`src/rtl/spi_flash_pkg.sv`:
```
// Shared opcodes, status bit positions and FSM states for the SPI flash target.
// No ports; imported by spi_target_sync and spi_flash_target.
package spi_flash_pkg;

   localparam logic [7:0] CMD_RDSR = 8'h05;
   localparam logic [7:0] CMD_READ = 8'h03;
   localparam logic [7:0] CMD_RDID = 8'h9F;
   localparam logic [7:0] CMD_WREN = 8'h06;
   localparam logic [7:0] CMD_WRDI = 8'h04;
   localparam logic [7:0] CMD_PP   = 8'h02;

   localparam int STATUS_WIP = 0;
   localparam int STATUS_WEL = 1;

   typedef enum logic [2:0] {
      ST_IDLE,
      ST_CMD,
      ST_ADDR,
      ST_RD_OUT,
      ST_PP_IN,
      ST_IGNORE
   } spi_target_state_t;

endpackage

```
`src/rtl/spi_target_sync.sv`:
```
// 2-flop synchronizers plus edge detect for SCLK, CS and MOSI.
// Ports: clk, rst (async, active-low), raw spi_clk/spi_cs/spi_di in; edge strobes and di_s out.
module spi_target_sync
   import spi_flash_pkg::*;
(
   input  logic clk,
   input  logic rst,
   input  logic spi_clk,
   input  logic spi_cs,
   input  logic spi_di,
   output logic sclk_rise,
   output logic sclk_fall,
   output logic cs_fall,
   output logic cs_rise,
   output logic di_s
);

   // [1:0] synchronizer stages, [2] previous synchronized value
   logic [2:0] sclk_q, sclk_d;
   logic [2:0] cs_q, cs_d;
   logic [1:0] di_q, di_d;

   always_comb begin
      sclk_d = {sclk_q[1:0], spi_clk};
      cs_d   = {cs_q[1:0], spi_cs};
      di_d   = {di_q[0], spi_di};
   end

   always_ff @(posedge clk or negedge rst) begin
      if (!rst) begin
         sclk_q <= 3'b000;
         cs_q   <= 3'b111;
         di_q   <= 2'b00;
      end else begin
         sclk_q <= sclk_d;
         cs_q   <= cs_d;
         di_q   <= di_d;
      end
   end

   assign sclk_rise = sclk_q[1] & ~sclk_q[2];
   assign sclk_fall = ~sclk_q[1] & sclk_q[2];
   assign cs_fall   = ~cs_q[1] & cs_q[2];
   assign cs_rise   = cs_q[1] & ~cs_q[2];
   assign di_s      = di_q[1];

endmodule

```
`src/rtl/spi_flash_target.sv`:
```
// SPI mode-0 flash responder: RDSR, RDID, READ served from a byte-wide memory port.
// Ports: clk, rst (async, active-low), SPI pins (spi_clk/cs/di in, spi_do/spi_do_oe out),
// memory port (mem_adr_o, mem_dat_o, mem_we_o, mem_stb_o out; mem_dat_i, mem_ack_i in).
// Define SPI_FLASH_TARGET_PROGRAM_EN to add WREN, WRDI and PP (page program).
module spi_flash_target
   import spi_flash_pkg::*;
#(
   parameter logic [23:0] JEDEC_ID = 24'hEF4016,
   parameter int          MEM_AW   = 24
) (
   input  logic              clk,
   input  logic              rst,
   input  logic              spi_clk,
   input  logic              spi_cs,
   input  logic              spi_di,
   output logic              spi_do,
   output logic              spi_do_oe,
   output logic [MEM_AW-1:0] mem_adr_o,
   output logic [7:0]        mem_dat_o,
   input  logic [7:0]        mem_dat_i,
   output logic              mem_we_o,
   output logic              mem_stb_o,
   input  logic              mem_ack_i
);

   logic sclk_rise, sclk_fall, cs_fall, cs_rise, di_s;

   spi_target_sync u_sync (
      .clk       (clk),
      .rst       (rst),
      .spi_clk   (spi_clk),
      .spi_cs    (spi_cs),
      .spi_di    (spi_di),
      .sclk_rise (sclk_rise),
      .sclk_fall (sclk_fall),
      .cs_fall   (cs_fall),
      .cs_rise   (cs_rise),
      .di_s      (di_s)
   );

   spi_target_state_t state_q, state_d;
   logic [4:0]        bit_cnt_q, bit_cnt_d;
   logic [7:0]        sh_in_q, sh_in_d;
   logic [7:0]        cmd_q, cmd_d;
   logic [23:0]       addr_q, addr_d;
   logic [7:0]        out_q, out_d;
   logic              do_q, do_d;
   logic [1:0]        byte_idx_q, byte_idx_d;
   logic [7:0]        rbuf_q, rbuf_d;
   logic              stb_q, stb_d;
   logic [MEM_AW-1:0] adr_q, adr_d;

   logic        wel, wip;
   logic [7:0]  status;
   logic [7:0]  ld_byte;
   logic [7:0]  sh_nxt;
   logic [23:0] addr_nxt;

`ifdef SPI_FLASH_TARGET_PROGRAM_EN
   logic       wel_q, wel_d;
   logic       we_q, we_d;
   logic [7:0] dat_q, dat_d;

   assign wel       = wel_q;
   assign wip       = stb_q & we_q;
   assign mem_we_o  = we_q;
   assign mem_dat_o = dat_q;
`else
   assign wel       = 1'b0;
   assign wip       = 1'b0;
   assign mem_we_o  = 1'b0;
   assign mem_dat_o = 8'h00;
`endif

   always_comb begin
      status             = 8'h00;
      status[STATUS_WIP] = wip;
      status[STATUS_WEL] = wel;
   end

   // Byte loaded into the output shifter at each byte boundary
   always_comb begin
      ld_byte = rbuf_q;
      case (cmd_q)
         CMD_RDSR: ld_byte = status;
         CMD_RDID: begin
            case (byte_idx_q)
               2'd0:    ld_byte = JEDEC_ID[23:16];
               2'd1:    ld_byte = JEDEC_ID[15:8];
               2'd2:    ld_byte = JEDEC_ID[7:0];
               default: ld_byte = 8'h00;
            endcase
         end
         default: ld_byte = rbuf_q;
      endcase
   end

   always_comb begin
      state_d    = state_q;
      bit_cnt_d  = bit_cnt_q;
      sh_in_d    = sh_in_q;
      cmd_d      = cmd_q;
      addr_d     = addr_q;
      out_d      = out_q;
      do_d       = do_q;
      byte_idx_d = byte_idx_q;
      rbuf_d     = rbuf_q;
      stb_d      = stb_q;
      adr_d      = adr_q;
      sh_nxt     = {sh_in_q[6:0], di_s};
      addr_nxt   = {addr_q[22:0], di_s};
`ifdef SPI_FLASH_TARGET_PROGRAM_EN
      wel_d      = wel_q;
      we_d       = we_q;
      dat_d      = dat_q;
`endif

      // A late ack (even after CS rise) still retires the request
      if (mem_ack_i && stb_q) begin
         stb_d  = 1'b0;
         rbuf_d = mem_dat_i;
      end

      case (state_q)
         ST_IDLE: begin
            if (cs_fall) begin
               state_d   = ST_CMD;
               bit_cnt_d = 5'd0;
            end
         end
         ST_CMD: begin
            if (sclk_rise) begin
               sh_in_d   = sh_nxt;
               bit_cnt_d = bit_cnt_q + 5'd1;
               if (bit_cnt_q == 5'd7) begin
                  cmd_d      = sh_nxt;
                  bit_cnt_d  = 5'd0;
                  byte_idx_d = 2'd0;
                  case (sh_nxt)
                     CMD_RDSR: state_d = ST_RD_OUT;
                     CMD_RDID: state_d = ST_RD_OUT;
                     CMD_READ: state_d = ST_ADDR;
`ifdef SPI_FLASH_TARGET_PROGRAM_EN
                     CMD_PP:   state_d = wel_q ? ST_ADDR : ST_IGNORE;
                     CMD_WRDI: begin
                        state_d = ST_IGNORE;
                        wel_d   = 1'b0;
                     end
`endif
                     default:  state_d = ST_IGNORE;
                  endcase
               end
            end
         end
         ST_ADDR: begin
            if (sclk_rise) begin
               addr_d    = addr_nxt;
               bit_cnt_d = bit_cnt_q + 5'd1;
               if (bit_cnt_q == 5'd23) begin
                  bit_cnt_d = 5'd0;
                  state_d   = ST_RD_OUT;
`ifdef SPI_FLASH_TARGET_PROGRAM_EN
                  if (cmd_q == CMD_PP) begin
                     state_d = ST_PP_IN;
                  end else begin
                     stb_d = 1'b1;
                     we_d  = 1'b0;
                     adr_d = addr_nxt[MEM_AW-1:0];
                  end
`else
                  stb_d = 1'b1;
                  adr_d = addr_nxt[MEM_AW-1:0];
`endif
               end
            end
         end
         ST_RD_OUT: begin
            if (sclk_fall) begin
               bit_cnt_d = bit_cnt_q + 5'd1;
               if (bit_cnt_q[2:0] == 3'd0) begin
                  do_d  = ld_byte[7];
                  out_d = {ld_byte[6:0], 1'b0};
                  if (byte_idx_q != 2'd3) begin
                     byte_idx_d = byte_idx_q + 2'd1;
                  end
                  // Prefetch the byte after the one just loaded
                  if (cmd_q == CMD_READ) begin
                     addr_d = addr_q + 24'd1;
                     adr_d  = addr_d[MEM_AW-1:0];
                     stb_d  = 1'b1;
`ifdef SPI_FLASH_TARGET_PROGRAM_EN
                     we_d   = 1'b0;
`endif
                  end
               end else begin
                  do_d  = out_q[7];
                  out_d = {out_q[6:0], 1'b0};
               end
            end
         end
`ifdef SPI_FLASH_TARGET_PROGRAM_EN
         ST_PP_IN: begin
            if (sclk_rise) begin
               sh_in_d   = sh_nxt;
               bit_cnt_d = bit_cnt_q + 5'd1;
               if (bit_cnt_q[2:0] == 3'd7) begin
                  stb_d  = 1'b1;
                  we_d   = 1'b1;
                  dat_d  = sh_nxt;
                  adr_d  = addr_q[MEM_AW-1:0];
                  // Stay within the 256-byte page
                  addr_d = {addr_q[23:8], addr_q[7:0] + 8'd1};
               end
            end
         end
`endif
         default: ;
      endcase

      if (cs_rise) begin
         state_d = ST_IDLE;
`ifdef SPI_FLASH_TARGET_PROGRAM_EN
         if (state_q == ST_IGNORE && cmd_q == CMD_WREN) begin
            wel_d = 1'b1;
         end
         if (cmd_q == CMD_PP && (state_q == ST_ADDR || state_q == ST_PP_IN)) begin
            wel_d = 1'b0;
         end
`endif
      end
   end

   always_ff @(posedge clk or negedge rst) begin
      if (!rst) begin
         state_q    <= ST_IDLE;
         bit_cnt_q  <= 5'd0;
         sh_in_q    <= 8'h00;
         cmd_q      <= 8'h00;
         addr_q     <= 24'h0;
         out_q      <= 8'h00;
         do_q       <= 1'b0;
         byte_idx_q <= 2'd0;
         rbuf_q     <= 8'h00;
         stb_q      <= 1'b0;
         adr_q      <= '0;
      end else begin
         state_q    <= state_d;
         bit_cnt_q  <= bit_cnt_d;
         sh_in_q    <= sh_in_d;
         cmd_q      <= cmd_d;
         addr_q     <= addr_d;
         out_q      <= out_d;
         do_q       <= do_d;
         byte_idx_q <= byte_idx_d;
         rbuf_q     <= rbuf_d;
         stb_q      <= stb_d;
         adr_q      <= adr_d;
      end
   end

`ifdef SPI_FLASH_TARGET_PROGRAM_EN
   always_ff @(posedge clk or negedge rst) begin
      if (!rst) begin
         wel_q <= 1'b0;
         we_q  <= 1'b0;
         dat_q <= 8'h00;
      end else begin
         wel_q <= wel_d;
         we_q  <= we_d;
         dat_q <= dat_d;
      end
   end
`endif

   assign spi_do    = do_q;
   assign spi_do_oe = (state_q == ST_RD_OUT);
   assign mem_stb_o = stb_q;
   assign mem_adr_o = adr_q;

endmodule

```
`config.mk`:
```
export PLATFORM = sky130hd
export DESIGN_NAME = spi_flash_target
export DESIGN_NICKNAME = d
export VERILOG_FILES = /design/src/rtl/spi_flash_pkg.sv /design/src/rtl/spi_target_sync.sv /design/src/rtl/spi_flash_target.sv
export SDC_FILE = /design/constraint.sdc
export NUM_CORES = 1
export LEC_CHECK = 0
export ABC_AREA = 1
export CAP_MARGIN = 20
export CORE_ASPECT_RATIO = 1.2
export CORE_MARGIN = 2
export CORE_UTILIZATION = 52
export DETAILED_ROUTE_END_ITERATION = 7
export GPL_ROUTABILITY_DRIVEN = 0
export MAX_ROUTING_LAYER = met4
export PLACE_DENSITY_LB_ADDON = 0.08
export SKIP_CTS_REPAIR_TIMING = 1
export SLEW_MARGIN = 20
export SYNTH_ARGS = -nofsm -noshare
export SYNTH_HDL_FRONTEND = slang
export SYNTH_HIERARCHICAL = 1
export SYNTH_SLANG_ARGS = --single-unit
```
`constraint.sdc`:
```
create_clock -name clk -period 1.5 [get_ports clk]
set_input_delay 0.15 -clock clk [delete_from_list [all_inputs] [get_ports clk]]
set_output_delay 0.15 -clock clk [all_outputs]
set_load 0.1 [all_outputs]
```
==> results of run 1 <==
## worst register-to-register path, cell delays in order, from the launching register on
cell	delay, ps
dfrtp_1	430
inv_2	90
nand2_4	70
inv_1	150
nand2_1	150
o21ai_4	220
buf_4	150
nor2_1	40
nand2_2	80
nand2_1	50
o21ai_1	100
## synthesized netlist by cell type (3+ instances only)
master,number
inv_2,3
nand3_1,75
mux2_2,7
buf_2,6
clkbuf_1,7
inv_1,72
nand2_1,273
nand2_2,3
buf_4,10
nor3_1,9
o21ai_0,58
ha_1,9
nand4_1,6
dfstp_2,3
nor2_1,62
xor2_1,4
dfrtp_1,95
## layout make-up
type	instances	area [sq um]
Inverter	76	293
Clock inverter	7	116
Fill cell	655	2390
Sequential cell	98	2460
Timing Repair Buffer	133	1570
Multi-Input combinational cell	539	2800
Tap cell	126	158
Clock buffer	9	225
## power by group
group	internal [mW]	leakage [nW]	total [mW]	switching [mW]
Combinational	2.52	2.22	6.57	4.04
Sequential	3.25	1.29	3.87	0.621
Clock	1.63	0.166	2.67	1.04
Total	7.41	3.68	13.1	5.70
## layer usage
layer / vias up / share of wire (%)
met5: - / 0
met4: 0 / 5.0
met3: 60 / 4.9
met2: 217 / 53
met1: 2583 / 38
li1: 2550 / -
## metrics by stage
| step | std cells | area, sq um | TNS, ps | utilization [%] | hold slack, ps |
|---|---|---|---|---|---|
| finish | 988 | 7620 | -4320 | 76.1 | 214 |
| global placement | 947 | 6660 | -1540 | 66.5 | 130 |
| detailed placement | 947 | 6660 | -4110 | 66.5 | 137 |
| global route | 988 | 7620 | -10880 | 76.1 | 208 |
| CTS | 963 | 7000 | -6180 | 69.9 | -233 |
| floorplan | 740 | 5430 | -2360 | - | -146 |
## cells by family (layout without fill, tap and decap cells)
| kind of cell | count (synthesis) | count (layout) | synth area share (%) |
|---|---|---|---|
| other | 1 | 9 | 0.0699 |
| adders and majority gates | 9 | 9 | 2.10 |
| buffers and inverters | 104 | 225 | 8.42 |
| DFF | 98 | 98 | 45.8 |
| AOI/OAI and AO/OA | 67 | 67 | 6.53 |
| xor gates and xnor gates | 6 | 6 | 0.979 |
| and+or+nand+nor | 439 | 440 | 34.5 |
| muxes | 8 | 8 | 1.66 |
## state kept, by name, indices dropped and copies added (netlist names), 2 cells and up
name,flops
out_q,7
cmd_q,8
state_q,3
mem_adr_o,24
u_sync/cs_q,3
sh_in_q,7
u_sync/sclk_q,3
addr_q,24
u_sync/di_q,2
bit_cnt_q,5
rbuf_q,8
byte_idx_q,2
## worst paths after layout
kind / slack (ps) / endpoint / startpoint
min in group asynchronous: 300 / cmd_q[5] / rst
worst min-delay path: 210 / u_sync/cs_q[0] / spi_cs
worst max register to register: -110 / byte_idx_q[0] / state_q[2]
worst max-delay path: -130 / spi_do_oe / state_q[2]
worst min register to register: 350 / u_sync/di_q[1] / u_sync/di_q[0]
max in group asynchronous: 630 / mem_stb_o / rst
==> flow_summary.toml, run 1 <==
[run_status]
outcome = "complete, but fails checks"
violations = "negative setup slack"

[grt]
antenna_found_initial = 0
met1_usage_pct = 27.8
grt_busiest_layer = "met2"
first_global_vias = 5021
grt_max_degree = 39
gr-usage-met3_pct = 4.19
grtUsageTotal_pct = 25.2
grtUsageMet2_pct = 44.1
overflow = 0
grt_pass1_wl_mm = 22.3

[timing]
setup_ws_ps = -127
final-setup-viol-count = 66
hold_violations = 0
layout_worst_path_cycle_share_pct = 108
min_period_ps = 1630
fin_skew_ps = 6.63
rsz0062_at_grt = "yes"
slew_viol_final = 0
max_freq_mhz = 615

[logic_synthesis]
ys_async_sr_fraction_pct = 100
yosysWarningCount = 6
synth_top_area_share_pct = 44.3
synth_top_area_cell = "dfrtp_1"
synth.cell_area_sq_um = 5370
yosysSeqAreaShare_pct = 45.8
avgSynthCellArea_sq_um = 7.33
synth_area_leaders = "dfrtp_1 44%, nand2_1 19%, nand3_1 7.0%"
ys_types = 40
syn_inst = 732
ys.flop_type = "dfrtp_1"
synth_edf_count = 0
ys_ff_latch = 98

[critical_path]
crit_buf_inv = 4
cp-start-kind = "flip-flop"
critical_path_arrival_ps = 1480
crit_type = "reg -> out"
crit_slowest_cell = "dfrtp_1"
worstPathCellList = "inv_2 > nand2_4 > nor2_8 > buf_8 > buf_12 > buf_16"
worstPathMaxFanout = 5
crit_cells = 6
end_kind = "output port"
reg2reg_depth = 10
path_delay_family = "buffers and inverters"
cp.required_ps = 1350
cpPeakStageDelay_ps = 430

[cts]
clock-root-buffer = "clkbuf_16"
htreeDepth = 3
cts.sinks = 98
clock_latency_ps = 350
numCtsBuffers = 9
cts_tree = "yes"
clk_pin_slew_ps = 70
clock_path_buffers = 2

[final_layout]
diodes = 0
final_cell_mix = "253 x nand2_1, 92 x dfrtp_1, 69 x buf_4, 62 x nand3_1, 57 x inv_1"
mostFrequentLayoutCell = "nand2_1"
drive_above_1_share_pct = 27.5
finish.net_count = 880
area_delta_synth_final_pct = 42.0

[detailed_routing]
wl_per_cell_um = 16.1
avgViaCountPerCell = 5.48
vias = 5410
firstDrtPassIters = 5
drt-total-wl_mm = 15.9
drt-initial-drc-count = 331
drcViolationCount = 0
antenna_left = 0

[floorplanning]
die-width_um = 96.7
core_area_sq_um = 10000
die_h_um = 115
io_pins = 50
rows = 40
initial_core_util_pct = 53.6
die_area_sq_um = 11200

[placed_design]
io_buffer_count = 40
place_ws_ps = -172
dp_hpwl_mm = 9.75

[power_and_ir_drop]
ir_drop_uv = 1140
p_leak_nw = 3.68
power_density_nw_per_um2 = 1720
fin_total_pwr_mw = 13.1

[hold_path]
min_path_type = "in -> reg"
hold-path-cell-count = 1

[flow_run]
maxCapViolCount = 0
(Power assumes the default switching activity.)
==> inputs of run 2 (changes only) <==
--- a/config.mk
+++ b/config.mk
@@ -6,6 +6,7 @@
 export NUM_CORES = 1
 export LEC_CHECK = 0
 export ABC_AREA = 1
+export ABC_CLOCK_PERIOD_IN_PS = 1500
 export CAP_MARGIN = 20
 export CORE_ASPECT_RATIO = 1.2
 export CORE_MARGIN = 2
==> results of run 2 <==
No change in the layout: final DEF, timing and power equal those of run 1.
==> inputs of run 3 (changes only) <==
--- a/config.mk
+++ b/config.mk
@@ -8,13 +8,15 @@
 export ABC_AREA = 1
 export ABC_CLOCK_PERIOD_IN_PS = 1500
 export CAP_MARGIN = 20
+export CELL_PAD_IN_SITES_DETAIL_PLACEMENT = 1
+export CELL_PAD_IN_SITES_GLOBAL_PLACEMENT = 2
 export CORE_ASPECT_RATIO = 1.2
 export CORE_MARGIN = 2
-export CORE_UTILIZATION = 52
+export CORE_UTILIZATION = 30
 export DETAILED_ROUTE_END_ITERATION = 7
 export GPL_ROUTABILITY_DRIVEN = 0
 export MAX_ROUTING_LAYER = met4
-export PLACE_DENSITY_LB_ADDON = 0.08
+export PLACE_DENSITY_LB_ADDON = 0.2
 export SKIP_CTS_REPAIR_TIMING = 1
 export SLEW_MARGIN = 20
 export SYNTH_ARGS = -nofsm -noshare
==> flow_summary.toml, run 3 (synthesis results as in run 1) <==
[cts]
cts.sinks = 98
clock_latency_ps = 360
cts_tree = "yes"
clk_pin_slew_ps = 60
clock_path_buffers = 2
numCtsBuffers = 9
htreeDepth = 3
clock-root-buffer = "clkbuf_16"

[timing]
slew_viol_final = 0
final-setup-viol-count = 67
max_freq_mhz = 603
relSlewSlack_pct = 65.5
hold_violations = 0
rsz0062_at_grt = "yes"
worst_pin_slew_ps = 518
min_period_ps = 1660
fin_skew_ps = 9.09
setup_ws_ps = -158
finalSetupTns_ps = -3260
hold-worst-slack_ps = 204
layout_worst_path_cycle_share_pct = 111

[critical_path]
reg2reg_depth = 11
worstReg2RegStart = "state_q[2]"
cp.required_ps = 1350
crit_type = "reg -> out"
cp-startpoint = "state_q[2]"
critical_path_arrival_ps = 1510
cp-start-kind = "flip-flop"
end_kind = "output port"
worstPathMaxFanout = 5

[flow_run]
maxCapViolCount = 0

[final_layout]
fillers = 2138
drive_above_1_share_pct = 28.8
fin_util_pct = 44.1
finish.net_count = 893
diodes = 0
fin_cells = 1095
mostFrequentLayoutCell = "nand2_1"
area_delta_synth_final_pct = 43.8
final_cell_mix = "242 x nand2_1, 91 x dfrtp_1, 87 x buf_4, 69 x nand3_1, 62 x inv_1"

[grt]
first_global_vias = 5616
grt_max_degree = 34
overflow = 0
grt_pass1_wl_mm = 28.4
antenna_found_initial = 0
grtUsageTotal_pct = 19.5

[floorplanning]
die_area_sq_um = 19000
initial_core_util_pct = 30.7
rows = 53
die_h_um = 151
die-width_um = 126
io_pins = 50
core_area_sq_um = 17500

[hold_path]
worstHoldStart = "spi_cs"
hold-path-cell-count = 1
min_path_type = "in -> reg"

[placed_design]
placed_cells = 1068
io_buffer_count = 40
place_ws_ps = -182
dp_hpwl_mm = 12.9

[detailed_routing]
drt-initial-drc-count = 215
wl_per_cell_um = 16.2
avgViaCountPerCell = 4.79
firstDrtPassIters = 4
drt-total-wl_mm = 17.7
vias = 5245
antenna_left = 0
drcViolationCount = 0

[run_status]
violations = "negative setup slack"
outcome = "complete, but fails checks"

[power_and_ir_drop]
ir_drop_uv = 800
p_leak_nw = 3.70
power_density_nw_per_um2 = 1620
run 3: per-stage QoR:
stage,power [mW],instance area [sq um]
floorplan,7.25,5430
global placement,9.64,6990
detailed placement,9.83,6990
CTS,12.2,7270
global route,13.3,7710
finish,12.5,7710
run 3: worst paths after layout:
path	end	slack, ps
worst max-delay path	spi_do_oe	-160
worst min-delay path	u_sync/cs_q[0]	200
worst max register to register	mem_adr_o[15]	-110
worst min register to register	u_sync/di_q[1]	350
max in group asynchronous	out_q[5]	560
min in group asynchronous	u_sync/di_q[1]	310
run 3: cell type report:
cell class                 count  area (sq um)  area share (%)
multi-input combinational    539          2780            36.0
sequential                    98          2460            31.9
inverter                      76           294            3.81
tap                          220           275            3.57
clock buffer                  12           256            3.32
clock inverter                 4          27.5           0.357
timing repair buffer         146          1630            21.1
run 3: worst max-delay path: stages (launching register included):
cell     delay [ps]
dfrtp_2         450
inv_2            80
nand2_4          70
nor2_8          150
buf_12          130
buf_8           110
buf_12          160
run 3: power by group:
part           switching [mW]  internal [mW]  leakage [nW]
combinational            3.90           2.42          2.28
sequential              0.638           3.25          1.29
clock                    1.09           1.22         0.131
run 3: routing by layer:
metal,up-vias,GRT usage [%],part of all wire (%)
met3,17,2.45,1.6
met1,2612,22.1,43
met2,44,35.4,54
met5,-,-,0
li1,2572,-,-
met4,0,7.20,1.8
==> edit 1: new RTL, config.mk and constraints of run 2 <==
Take the reset off `sh_in_q`, `addr_q`, `rbuf_q` and `adr_q` and load them in a clocked block of their own.
--- a/src/rtl/spi_flash_target.sv
+++ b/src/rtl/spi_flash_target.sv
@@ -236,5 +236,3 @@
          bit_cnt_q  <= 5'd0;
-         sh_in_q    <= 8'h00;
          cmd_q      <= 8'h00;
-         addr_q     <= 24'h0;
          out_q      <= 8'h00;
@@ -242,5 +240,3 @@
          byte_idx_q <= 2'd0;
-         rbuf_q     <= 8'h00;
          stb_q      <= 1'b0;
-         adr_q      <= '0;
       end else begin
@@ -248,5 +244,3 @@
          bit_cnt_q  <= bit_cnt_d;
-         sh_in_q    <= sh_in_d;
          cmd_q      <= cmd_d;
-         addr_q     <= addr_d;
          out_q      <= out_d;
@@ -254,6 +248,11 @@
          byte_idx_q <= byte_idx_d;
-         rbuf_q     <= rbuf_d;
          stb_q      <= stb_d;
-         adr_q      <= adr_d;
-      end
+      end
+   end
+
+   always_ff @(posedge clk) begin
+      sh_in_q <= sh_in_d;
+      addr_q  <= addr_d;
+      rbuf_q  <= rbuf_d;
+      adr_q   <= adr_d;
    end
Function: same outputs for any inputs over 10 cycles, from zero or initial values and one cycle with rst low; that may be too few to reach the edited logic, so the function may still have changed.
==> edit 1 against run 2 <==
The run still ends with setup timing left. Die area fell by 8.1%. Wire length fell by 28%. Sequential cell count did not move. Worst setup slack got worse by 0.082 ns. Total power fell by 17%. Sequential power fell by 2%. Cell area fell by 6.3%. Non-clock buffer count did not move. Count of clock-buffer cells in the layout rose by 4. Critical path depth rose by 3. Area after synthesis fell by 8.4%. Critical path type is now flip-flop to flip-flop. Critical endpoint is now addr_q[1].
==> edit 1: results (changes against run 2) <==
Final TNS setup=-10.93 ns (-6.60 ns); Overall Global Routing Usage=21.0% (-4.2 points); Inst Count DP=754 (-20%); hold_ws=0.0648 ns (-0.150 ns); CP Max Fanout=24 (+19); vias per inst=5.19 (-5.2%); adder and majority gate portion of the synthesized area=2.29% (+0.19 points); 1st-iter DRT viols=185 (-44%); layout cells sized above 1=36.7% (+9.2 points); clk root buf=clkbuf_8; number of global-route vias before repair=3842 (-23%); Pwr Density=1530 mW/mm² (-11%); violated checks=setup timing; largest net degree at the start of global routing=32 (-18%); Setup WS post-layout=-0.209 ns (-0.0820 ns); number of synthesized flops with an enable pin=63 (+63); Post-Synthesis Cells=540 (-26%); synth top area cells=edfxtp_1 39%, dfrtp_1 16%, nand2_1 13%, nand3_1 5.2%, inv_1 4.0%; DP HPWL=7470 µm (-23%); Post-Route WL=11500 µm (-28%); Critical path origin=bit_cnt_q[0]; final setup fails=85 (+29%); fraction of the yosys area taken by sequential cells=56.4% (+11 points); fin nets=696 (-21%); DR vias=4142 (-23%); multiplexer share of the synthesized area=0% (-1.7 points); asr flop ratio synth=35.7% (-64 points); Seq pwr share=34.6% (+5.1 points); Register-to-Register Path Depth=9 (-1); CP peak stage delay=0.39 ns (-0.04 ns); status=complete, but fails checks; xor/xnor cell area share of the yosys netlist=2.14% (+1.2 points); family with the most delay on the worst path=flip-flops; Peak VDD IR=0.844 mV (-26%)
## edit 1: cell types whose count changed after synthesis, moves of 19 or more
cell	before	now
o21ai_0	58	20
nand2_1	273	168
inv_1	72	53
edfxtp_1	0	63
dfrtp_1	95	32
nand3_1	75	51
## edit 1: final cells by class
class	count	area, µm²
clock buffers	13	160
fillers	584	1990
flip-flops and latches	98	2780
clock inverters	3	13.8
multi-input cells	376	2260
inverters	55	216
well taps	120	150
repair buffers	133	1560
## edit 1: worst paths after layout
path	endpoint
setup / recovery	addr_q[1]
hold / removal	u_sync/di_q[1]
setup reg to reg	addr_q[1]
hold reg to reg	u_sync/di_q[1]
max in group asynchronous	byte_idx_q[0]
min in group clk	u_sync/cs_q[0]
## edit 1: metal layers
layer | wire (µm) | global-route usage (%) | part of all wire, % | up-vias
met5 | 0 | - | 0 | -
met4 | 397 | 9.41 | 3.5 | 0
met3 | 394 | 4.50 | 3.4 | 34
met2 | 6180 | 35.7 | 54 | 114
met1 | 4490 | 23.6 | 39 | 1974
li1 | - | - | - | 2020
==> edit 2: new RTL, config.mk and constraints of run 2 <==
Made on the original files. Change the parameter `MEM_AW` from 24 to 12.
--- a/src/rtl/spi_flash_target.sv
+++ b/src/rtl/spi_flash_target.sv
@@ -8,3 +8,3 @@
    parameter logic [23:0] JEDEC_ID = 24'hEF4016,
-   parameter int          MEM_AW   = 24
+   parameter int          MEM_AW   = 12
 ) (
Ports: changed (resized mem_adr_o); port bits go from 50 to 38. No check against the original RTL was run, so the function may have changed too.
==> edit 2 against run 2 <==
The run still ends with setup timing left. Wire length down 41%. Final cell count down 30%. Sequential share of layout area up 2.5 points. Sequential cell count down 24. Total power down 31%. Cell area down 30%. Worst setup slack better by 0.060 ns. Synthesized cell count down 29%. Area after synthesis down 25%. First-iteration DRC count down 52%. Critical path depth up 3. Sequential power down 29%. Global-route usage down 3.4 points. Hold slack worse by 0.020 ns. Highest routed layer unchanged.
==> edit 2: results (changes against run 2) <==
Final min period=1.57 ns (-0.0597 ns); pre-CTS setup slack=-0.184 ns (-0.0121 ns); final setup fails=24 (-64%); status=complete, but fails checks; number of global-route vias before repair=3208 (-36%); Inst Count DP=659 (-30%); drt wl/cell=13.4 µm (-17%); Final TNS setup=-0.734 ns (+3.59 ns); fraction of the yosys area taken by sequential cells=46.0% (+0.27 points); family with the most delay on the worst path=simple AND/OR/NAND/NOR gates; synth top area cells=dfrtp_1 44%, nand2_1 16%, nor2_1 5.4%, inv_1 5.2%, nand3_1 4.5%; xor/xnor cell area share of the yosys netlist=0.435% (-0.54 points); fin nets=623 (-29%); filler instances=584 (-11%); top cells by count, synth=168 x nand2_1, 71 x dfrtp_1, 58 x nor2_1; dpl cell area=0.00472 mm² (-29%); Synth cell types=37 (-7.5%); Peak VDD IR=1.48 mV (+29%); adder and majority gate portion of the synthesized area=2.79% (+0.70 points); worst hold path class=primary input to async pin; post-synthesis compound-gate area fraction=8.66% (+2.1 points); violated checks=setup timing; port buffer count=28 (-30%); WP data arrival=1.78 ns (+0.30 ns); Setup WS post-layout=-0.0673 ns (+0.0597 ns); DP HPWL=6100 µm (-37%); CP peak stage delay=0.41 ns (-0.02 ns); clk root buf=clkbuf_8; largest net degree at the start of global routing=30 (-23%)
[edit 2: layer usage]
metal  vias to the layer above  routed length, µm  GRT usage [%]
li1                       1777                  -              -
met4                         0                295           8.79
met5                         -                  0              -
met2                        78               4720           35.1
met3                        22                336           4.93
met1                      1626               3980           26.8
[edit 2: path summary, 6_finish.rpt]
check / startpoint / to / slack, ns / depth (start not counted)
max in group asynchronous: rst / u_sync/cs_q[0] / 0.74 / 3
setup reg to reg: bit_cnt_q[0] / addr_q[4] / -0.07 / 9
hold reg to reg: u_sync/di_q[0] / u_sync/di_q[1] / 0.35 / 0
setup / recovery: bit_cnt_q[0] / addr_q[4] / -0.07 / 9
hold / removal: rst / sh_in_q[4] / 0.19 / 2
min in group clk: spi_cs / u_sync/cs_q[0] / 0.20 / 1
[edit 2: area by class of cell]
class	count	area (µm²)	area share (%)
clock inverter	5	55.1	1.03
multi-input combinational	373	2020	37.8
sequential	74	1860	34.8
inverter	61	253	4.73
timing repair buffer	78	876	16.4
clock buffer	10	138	2.58
tap	92	115	2.15
timing repair inverter	3	31.3	0.585
[edit 2: logic make-up after synthesis]
kind of cell	after synthesis
mux	3
buf+inv	80
other cells	1
compound gates	60
fa+ha+maj	9
simple gates	288
flops	74
xor+xnor	2
[edit 2: power by group]
group | switching [mW] | internal [mW] | total (mW)
clock network | 0.755 | 0.799 | 1.55
logic | 2.91 | 1.86 | 4.77
registers | 0.341 | 2.40 | 2.74
total | 4.00 | 5.06 | 9.06
[edit 2: worst register-to-register path, cell delays in order (launching register included)]
cell,delay (ns)
dfrtp_1,0.41
inv_2,0.09
ha_4,0.14
nand2_4,0.06
nor2_4,0.09
nand3_2,0.12
nand2_4,0.19
nand2_8,0.14
nand2_1,0.12
o21ai_1,0.09
